File: config.mk
export PLATFORM = sky130hd
export DESIGN_NAME = djs130_int_arb_flat
export DESIGN_NICKNAME = d
export VERILOG_FILES = /design/src/rtl/djs130_int_arb_if.sv /design/src/rtl/djs130_int_arb.sv /design/src/flat_wrapper.sv
export SDC_FILE = /design/constraint.sdc
export NUM_CORES = 1
export LEC_CHECK = 0
export CORE_MARGIN = 5
export CORE_UTILIZATION = 52
export CTS_BUF_LIST = sky130_fd_sc_hd__clkbuf_4
export CTS_CLUSTER_DIAMETER = 200
export DETAILED_ROUTE_END_ITERATION = 8
export DONT_BUFFER_PORTS = 1
export PLACE_DENSITY = 0.64
export RECOVER_POWER = 50
export SETUP_SLACK_MARGIN = 0.4
export SYNTH_ARGS = -nofsm -noshare
export SYNTH_HDL_FRONTEND = slang
export SYNTH_SLANG_ARGS = --single-unit
export TNS_END_PERCENT = 5
File: constraint.sdc
create_clock -name clk -period 1.4 [get_ports clk]
set_input_delay 0.28 -clock clk [delete_from_list [all_inputs] [get_ports clk]]
set_output_delay 0.28 -clock clk [all_outputs]
set_load 0.05 [all_outputs]
File: src/rtl/djs130_int_arb_if.sv
// Bus bundle for the djs130 interrupt arbiter.
// Carries the device request lines, the CPU-side control strobes (ION, IORST,
// MSKO, INTA) and the arbiter's responses (INT REQ, INTA code strobe,
// pending vector, busy).
//   slave  : arbiter side (requests/strobes in, responses out)
//   master : CPU / device side (drives requests/strobes, reads responses)
interface djs130_int_arb_if #(
  parameter int NDEV = 9
);
  logic [NDEV-1:0] i_dev_ZDQQ;
  logic            i_int_en;
  logic            i_iorst;
  logic            i_msk_we;
  logic [15:0]     i_msk_data;
  logic            i_inta;
  logic            o_int_req;
  logic            o_inta_valid;
  logic [5:0]      o_inta_code;
  logic [NDEV-1:0] o_pend;
  logic            o_busy;

  modport slave (
    input  i_dev_ZDQQ, i_int_en, i_iorst, i_msk_we, i_msk_data, i_inta,
    output o_int_req, o_inta_valid, o_inta_code, o_pend, o_busy
  );

  modport master (
    output i_dev_ZDQQ, i_int_en, i_iorst, i_msk_we, i_msk_data, i_inta,
    input  o_int_req, o_inta_valid, o_inta_code, o_pend, o_busy
  );
endinterface

File: src/rtl/djs130_int_arb.sv
// djs130 interrupt arbiter.
// Registers level requests, applies the interrupt mask, raises INT REQ to the
// CPU and answers INTA with the code of the lowest-numbered unmasked device.
// After an acknowledge, INT REQ stays suppressed for DEFER cycles.
// Ports:
//   clk   : system clock, rising edge
//   rst_n : asynchronous active-low reset
//   bus   : djs130_int_arb_if.slave (requests, strobes, responses)
// Parameters:
//   DEV_BASE : device code of request bit 0
//   NDEV     : number of request inputs
//   DEFER    : INT REQ hold-off cycles after an acknowledge
module djs130_int_arb #(
  parameter int DEV_BASE = 7,
  parameter int NDEV     = 9,
  parameter int DEFER    = 4
) (
  input logic            clk,
  input logic            rst_n,
  djs130_int_arb_if.slave bus
);

  localparam int CW = (DEFER > 1) ? $clog2(DEFER + 1) : 1;

  typedef enum logic [1:0] {S_IDLE, S_LATCH, S_ACK, S_DEFER} state_t;

  state_t          state, nxt;
  logic [NDEV-1:0] r_req, mask, pend_q, eff;
  logic [CW-1:0]   cnt, cnt_d;
  logic [5:0]      code_cap, code_cap_d, code_q, code_d;
  logic [5:0]      lo_code;
  logic            int_req_q, int_req_d;
  logic            valid_q, valid_d;

  // Only the low NDEV mask bits are meaningful; the rest are dropped.
  logic unused_msk;
  assign unused_msk = ^bus.i_msk_data;

  assign eff = r_req & ~mask;

  // Lowest set index wins: scan downward so the last hit is the lowest.
  always_comb begin
    lo_code = '0;
    for (int k = NDEV - 1; k >= 0; k--)
      if (eff[k]) lo_code = 6'(DEV_BASE + k);
  end

  // State register
  always_ff @(posedge clk or negedge rst_n) begin
    if (!rst_n) state <= S_IDLE;
    else        state <= nxt;
  end

  // Next-state logic; IORST forces IDLE regardless of the current state.
  always_comb begin
    nxt = state;
    unique case (state)
      S_IDLE:  if (bus.i_inta) nxt = S_LATCH;
      S_LATCH: nxt = S_ACK;
      S_ACK:   nxt = (DEFER == 0) ? S_IDLE : S_DEFER;
      S_DEFER: if (cnt <= CW'(1)) nxt = S_IDLE;
      default: nxt = S_IDLE;
    endcase
    if (bus.i_iorst) nxt = S_IDLE;
  end

  // Output / datapath next values.
  // INT REQ looks at the registered pending vector, so it trails o_pend by one
  // edge. The LATCH code uses the live eff so a mask load on the INTA edge, or a
  // request dropping before LATCH, is reflected in the code.
  always_comb begin
    int_req_d  = bus.i_int_en & (|pend_q) & (state == S_IDLE) & ~bus.i_inta;
    valid_d    = (state == S_ACK);
    code_cap_d = (state == S_LATCH) ? lo_code : code_cap;
    code_d     = (state == S_ACK) ? code_cap : code_q;
    cnt_d      = cnt;
    if (state == S_ACK)                      cnt_d = CW'(DEFER);
    else if (state == S_DEFER && cnt != '0)  cnt_d = cnt - CW'(1);
    if (bus.i_iorst) begin
      int_req_d = 1'b0;
      valid_d   = 1'b0;
      cnt_d     = '0;
    end
  end

  always_ff @(posedge clk or negedge rst_n) begin
    if (!rst_n) begin
      r_req     <= '0;
      mask      <= '0;
      pend_q    <= '0;
      cnt       <= '0;
      code_cap  <= '0;
      code_q    <= '0;
      int_req_q <= 1'b0;
      valid_q   <= 1'b0;
    end else begin
      r_req     <= bus.i_dev_ZDQQ;
      pend_q    <= eff;
      cnt       <= cnt_d;
      code_cap  <= code_cap_d;
      code_q    <= code_d;
      int_req_q <= int_req_d;
      valid_q   <= valid_d;
      if (bus.i_iorst)       mask <= '0;
      else if (bus.i_msk_we) mask <= bus.i_msk_data[NDEV-1:0];
    end
  end

  assign bus.o_int_req    = int_req_q;
  assign bus.o_inta_valid = valid_q;
  assign bus.o_inta_code  = code_q;
  assign bus.o_pend       = pend_q;
  assign bus.o_busy       = (state != S_IDLE);

endmodule

File: src/flat_wrapper.sv
// flat-port wrapper written by rule: the top's interface ports become plain ports
module djs130_int_arb_flat 
#(
  parameter int DEV_BASE = 7,
  parameter int NDEV     = 9,
  parameter int DEFER    = 4
)
  (clk, rst_n, bus_i_dev_ZDQQ, bus_i_int_en, bus_i_iorst, bus_i_msk_we, bus_i_msk_data, bus_i_inta, bus_o_int_req, bus_o_inta_valid, bus_o_inta_code, bus_o_pend, bus_o_busy);
  djs130_int_arb_if #(.NDEV(NDEV)) bus_i ();
  input logic clk;
  input logic rst_n;
  input wire logic [$bits(bus_i.i_dev_ZDQQ)-1:0] bus_i_dev_ZDQQ;
  input wire logic [$bits(bus_i.i_int_en)-1:0] bus_i_int_en;
  input wire logic [$bits(bus_i.i_iorst)-1:0] bus_i_iorst;
  input wire logic [$bits(bus_i.i_msk_we)-1:0] bus_i_msk_we;
  input wire logic [$bits(bus_i.i_msk_data)-1:0] bus_i_msk_data;
  input wire logic [$bits(bus_i.i_inta)-1:0] bus_i_inta;
  output wire logic [$bits(bus_i.o_int_req)-1:0] bus_o_int_req;
  output wire logic [$bits(bus_i.o_inta_valid)-1:0] bus_o_inta_valid;
  output wire logic [$bits(bus_i.o_inta_code)-1:0] bus_o_inta_code;
  output wire logic [$bits(bus_i.o_pend)-1:0] bus_o_pend;
  output wire logic [$bits(bus_i.o_busy)-1:0] bus_o_busy;
  assign bus_i.i_dev_ZDQQ = bus_i_dev_ZDQQ;
  assign bus_i.i_int_en = bus_i_int_en;
  assign bus_i.i_iorst = bus_i_iorst;
  assign bus_i.i_msk_we = bus_i_msk_we;
  assign bus_i.i_msk_data = bus_i_msk_data;
  assign bus_i.i_inta = bus_i_inta;
  assign bus_o_int_req = bus_i.o_int_req;
  assign bus_o_inta_valid = bus_i.o_inta_valid;
  assign bus_o_inta_code = bus_i.o_inta_code;
  assign bus_o_pend = bus_i.o_pend;
  assign bus_o_busy = bus_i.o_busy;
  djs130_int_arb #(.DEV_BASE(DEV_BASE), .NDEV(NDEV), .DEFER(DEFER)) u_core (.clk(clk), .rst_n(rst_n), .bus(bus_i));
endmodule
==> results.toml, run 1 <==
[place]
placed_cells_incl_taps = 191
place.gp.congestion = 0.722
port_buffers = 0
dpl_cell_area_um2 = 1950
hpwl_mm = 2.24
pre_cts_ws_ps = 88.0

[pwr]
power.total_mw = 3.63
leakage_nw = 1.05
p_per_area_nw_per_um2 = 1580
vdd_ir_drop_max_v = 0.000732

[floorplanning]
rows = 21
start_util = 0.534
die_w_um = 68.5
dieArea_um2 = 4700
io_pins = 49
core_um2 = 3340
die_h_um = 68.5

[run]
cap_viol_max_count = 0

[clocking]
cts_htree_levels = 2
cts_root_buf = "clkbuf_4"
clkSinkCount = 42
cts_tree = "yes"
ctsLongestPathBuffers = 2
numCtsBuffers = 5
clk_pin_slew_ps = 120
cts_hold_buf = 10
worstSkewPairLatency_ps = 340

[logic_synthesis]
yosysSeqAreaShare = 0.590
synth-edff-count = 0
synthFlopType = "dfrtp_1"
synthArstFlopShare = 1.00
synth_top_cell_by_area = "dfrtp_1"
synthCells = 140
netlist_top_cells_count = "42 x dfrtp_1, 17 x nor2_1, 12 x mux2i_1, 11 x inv_1, 8 x ha_1"
synth.ff_latch_count = 42
yosys.cell_count.top_type = "dfrtp_1"
synth_top_cell_area_share = 0.590
synth_area_per_cell_um2 = 12.7
synth_area_um2 = 1780
yosys-top-cells-area = "dfrtp_1 59%, mux2i_1 6.7%, ha_1 5.6%, nor2_1 3.6%, nand2b_4 3.1%"
synth_cell_types = 36
yosys_warnings = 0

[sta]
finalCritPeriodShare = 1.08
worst_pin_slew_ps = 553
setup_viol = 1
hold_viol_final = 42
timing.final.max_slew_violations = 0
layout_setup_ws_ps = -105
rsz0062_at_grt = "yes"
timing.slew.headroom = 0.631
setup_tns_ps = -105
min_period_ps = 1510
worst_clock_skew_ps = 10.7
hold_ws_ps = -380
fmax_mhz = 664

[routing]
drc_errors = 0
num_vias = 1093
wl_per_cell_um = 15.2
ant_nets = 0
totalWireLength_mm = 3.27
dr.pass1.iters = 4
first_iter_violations = 31
vias_per_cell = 5.08

[finish]
drive_gt1_frac = 0.402
fin_cells = 215
nets = 208
areaGrowthSynthToFinish_pct = 28.7
stdcell_area_um2 = 2290
fillers = 268
diodes = 0
utilization = 0.687

[worst_setup_path]
end_kind = "output port"
crit_type = "reg -> out"
reg2reg_slack_ps = 50
r2r-start = "u_core.state[0]"
max_stage_delay_ps = 440
cp.arrival_ps = 1230
r2r_end = "u_core.bus.o_inta_code[2]"
worstPathMaxFanout = 2
ff2ff_path_depth = 5
crit_chain = "inv_4 -> ha_4 -> clkinvlp_4"
critPathSlowestCell = "dfrtp_2"
start_kind = "register"
cp.required_ps = 1120
cp_top_family = "flip-flops"
cp_num_buf_inv = 2

[global_route]
grt_pass1_wl_mm = 5.44
overflow = 0
grt_pass1_vias = 1160
antenna_found_initial = 0
grt_max_degree = 43
grt_usage = 0.162

[run_status]
status = "finished, violations left"
violations = "hold timing, setup timing"

[hold_path]
hp-class = "in -> async"
cells by family after synthesis:
group / count (synthesis) / synth area share
muxes: 16 / 0.0927
DFF: 42 / 0.590
and+or+nand+nor: 38 / 0.146
AOI/OAI and AO/OA: 16 / 0.0632
other: 1 / 0.00210
adders and majority gates: 8 / 0.0562
xor gates and xnor gates: 1 / 0.00492
buffers and inverters: 18 / 0.0449
layout by cell type (no fill, tap or decap), types with 2 or more instances in the layout:
master | netlist | final
dfrtp_1 | 42 | 35
nor2_1 | 17 | 17
mux2i_1 | 12 | 12
buf_6 | 0 | 10
dlygate4sd3_1 | 0 | 9
clkbuf_4 | 0 | 7
dfrtp_2 | 0 | 7
buf_4 | 2 | 6
inv_1 | 11 | 5
ha_4 | 0 | 5
nand2b_4 | 4 | 4
nor2b_4 | 3 | 4
inv_2 | 1 | 4
mux2_4 | 0 | 4
inv_4 | 1 | 3
a31oi_1 | 3 | 3
ha_1 | 8 | 3
nor2b_2 | 1 | 2
nor3_1 | 2 | 2
nor4_4 | 1 | 2
a211oi_1 | 2 | 2
conb_1 | 1 | 2
registers in the layout (all words and copies together) (netlist names):
name                     count
u_core.code_cap              4
u_core.bus.o_int_req         1
u_core.bus.o_pend            9
u_core.mask                  9
u_core.state                 2
u_core.r_req                 9
u_core.cnt                   3
u_core.bus.o_inta_valid      1
u_core.bus.o_inta_code       4
power breakdown:
group	switching [mW]	total, mW	internal (mW)
combinational	0.688	1.32	0.636
sequential	0.299	1.73	1.43
clock	0.351	0.580	0.229
per-layer routing:
layer	up-vias	global-route usage	share of wire
met5	-	0	0
met4	0	0.0819	0.017
met3	6	0.0421	0.059
met2	28	0.265	0.52
met1	535	0.197	0.41
li1	524	-	-
area by class of cell:
type                       instances  area, um^2  area share
timing repair buffer              26         260       0.113
clock buffer                       7        52.6      0.0229
sequential                        42        1060       0.462
inverter                          13        60.1      0.0262
tap                               46        57.6      0.0251
multi-input combinational         81         803       0.350
worst register-to-register path, cell delays in order (launching register included):
cell,delay [ps]
dfrtp_2,440
inv_4,70
buf_4,110
buf_6,100
ha_4,220
mux2_4,310
repair_timing:
action	in CTS	in global routing
resized for setup	29	9
pin swaps	10	15
endpoints found under the hold margin	63	42
endpoints found under the setup margin	31	40
setup buffers	4	3
how the worst max path moves through the flow:
stage	from	to	slack (ps)	depth (start not counted)
2_1_floorplan	u_core.state[1]	bus_o_busy	200	3
3_3_place_gp	u_core.state[1]	u_core.code_cap[0]	130	5
3_5_place_dp	u_core.state[1]	u_core.code_cap[1]	90	5
4_1_cts	u_core.state[0]	bus_o_busy	-120	3
5_1_grt	u_core.state[0]	bus_o_busy	-180	3
6_report	u_core.state[0]	bus_o_busy	-110	3
Note: power is estimated with default switching activity, not from simulation.
==> inputs of run 2 (changes only) <==
--- a/config.mk
+++ b/config.mk
@@ -5,13 +5,14 @@
 export SDC_FILE = /design/constraint.sdc
 export NUM_CORES = 1
 export LEC_CHECK = 0
+export CORE_ASPECT_RATIO = 1.1
 export CORE_MARGIN = 5
 export CORE_UTILIZATION = 52
 export CTS_BUF_LIST = sky130_fd_sc_hd__clkbuf_4
 export CTS_CLUSTER_DIAMETER = 200
 export DETAILED_ROUTE_END_ITERATION = 8
 export DONT_BUFFER_PORTS = 1
-export PLACE_DENSITY = 0.64
+export PLACE_DENSITY_LB_ADDON = 0.25
 export RECOVER_POWER = 50
 export SETUP_SLACK_MARGIN = 0.4
 export SYNTH_ARGS = -nofsm -noshare
==> results.toml, run 2 (synthesized netlist as in run 1, its figures left out) <==
[clocking]
cts_htree_levels = 2
clk_pin_slew_ps = 110
clkSinkCount = 42
cts_hold_buf = 10
numCtsBuffers = 5
cts_tree = "yes"
worstSkewPairLatency_ps = 350
ctsLongestPathBuffers = 2
cts_root_buf = "clkbuf_4"

[sta]
hold_ws_ps = -393
rsz0062_at_grt = "yes"
setup_tns_ps = -125
finalCritPeriodShare = 1.09
min_period_ps = 1520
layout_setup_ws_ps = -125
worst_clock_skew_ps = 8.03
worst_pin_slew_ps = 593
timing.final.max_slew_violations = 0
timing.slew.headroom = 0.605
setup_viol = 1
hold_viol_final = 42
fmax_mhz = 656

[routing]
first_iter_violations = 49
totalWireLength_mm = 3.20
drc_errors = 0
num_vias = 1133
vias_per_cell = 5.25
dr.pass1.iters = 6
wl_per_cell_um = 14.8
ant_nets = 0

[worst_setup_path]
crit_start = "u_core.state[0]"
max_stage_delay_ps = 410
cp.arrival_ps = 1240
worstPathMaxFanout = 2
cp.depth = 3
crit_type = "reg -> out"
crit_chain = "inv_2 -> ha_4 -> clkinvlp_4"
r2r_end = "u_core.code_cap[1]"
cp.required_ps = 1120
end_kind = "output port"
r2r-start = "u_core.state[1]"
cp_top_family = "flip-flops"
start_kind = "register"
critPathSlowestCell = "dfrtp_1"
ff2ff_path_depth = 7
critPathCapture = "bus_o_busy"
cp_num_buf_inv = 2
reg2reg_slack_ps = 70

[pwr]
power.total_mw = 3.53
intPower_mw = 2.20
combPwrFrac = 0.322
leakage_nw = 1.04
seqPwrFrac = 0.517
clockPowerShare = 0.161
p_per_area_nw_per_um2 = 1550
switching_share = 0.377
switching_power_mw = 1.33
vdd_ir_drop_max_v = 0.000785

[global_route]
grt_usage = 0.150
grt_pass1_wl_mm = 5.22
grt_max_degree = 43
overflow = 0
grt_pass1_vias = 1168
antenna_found_initial = 0

[place]
place.gp.congestion = 0.776
hpwl_mm = 2.23
port_buffers = 0

[finish]
fillers = 247
drive_gt1_frac = 0.405
nets = 206
utilization = 0.684
final_cell_mix = "34 x dfrtp_1, 17 x nor2_1, 12 x mux2i_1"
areaGrowthSynthToFinish_pct = 27.9
final_common_cell = "dfrtp_1"
diodes = 0

[run_status]
violations = "hold timing, setup timing"
status = "finished, violations left"

[floorplanning]
die_w_um = 65.8
die_h_um = 71.4
rows = 22
dieArea_um2 = 4700
io_pins = 49
core_um2 = 3330
start_util = 0.535

[run]
cap_viol_max_count = 0

[hold_path]
hp-class = "in -> async"
[run 2: changes by cell type in the layout (fill, tap and decap cells not counted), sizes merged]
cell,before,now
clkinv,0,2
clkbuf,7,6
buf,16,14
[run 2: repair_timing]
action | CTS | global route
setup buffers | 5 | 2
pin swaps | 14 | 12
setup endpoints to repair | 31 | 40
gates resized for setup | 30 | 6
endpoints found under the hold margin | 63 | 42
[run 2: power by group through the flow]
stage | Sequential [mW] | Combinational (mW) | Clock (mW)
final | 1.83 | 1.14 | 0.569
after global routing | 1.86 | 1.22 | 0.653
after CTS | 1.83 | 1.04 | 0.584
after detailed placement | 1.86 | 0.824 | 0
after global placement | 1.84 | 0.800 | 0
after floorplan | 1.86 | 0.684 | 0
[run 2: worst min path at each step]
stage | start | to | slack [ps] | cells past startpoint
4_1_cts | rst_n | u_core.cnt[2] | -400 | 0
3_5_place_dp | rst_n | u_core.cnt[2] | -10 | 0
2_1_floorplan | rst_n | u_core.bus.o_int_req | -20 | 0
3_3_place_gp | rst_n | u_core.cnt[0] | -10 | 0
5_1_grt | rst_n | u_core.r_req[3] | -430 | 0
6_report | rst_n | u_core.bus.o_int_req | -390 | 0
[run 2: routing by layer]
layer / track usage / wire, um
met1: 0.159 / 1190
met2: 0.254 / 1690
met3: 0.0611 / 234
met5: 0 / 0
met4: 0.0783 / 90
[run 2: final cells by class]
cell class | count | area (um^2) | area share
flip-flops and latches | 42 | 1060 | 0.466
multi-input cells | 81 | 808 | 0.355
repair buffers | 24 | 238 | 0.104
well taps | 48 | 60.1 | 0.0264
inverters | 13 | 57.6 | 0.0253
clock buffers | 6 | 45.0 | 0.0198
clock inverters | 2 | 8.76 | 0.00384
[run 2: stage by stage]
step,area (um^2),cells,worst slack [ps]
2_1_floorplan,1860,141,201
5_1_grt,2280,216,-191
3_3_place_gp,1930,191,135
6_report,2280,216,-125
4_1_cts,2230,214,-111
3_5_place_dp,1930,191,78.6
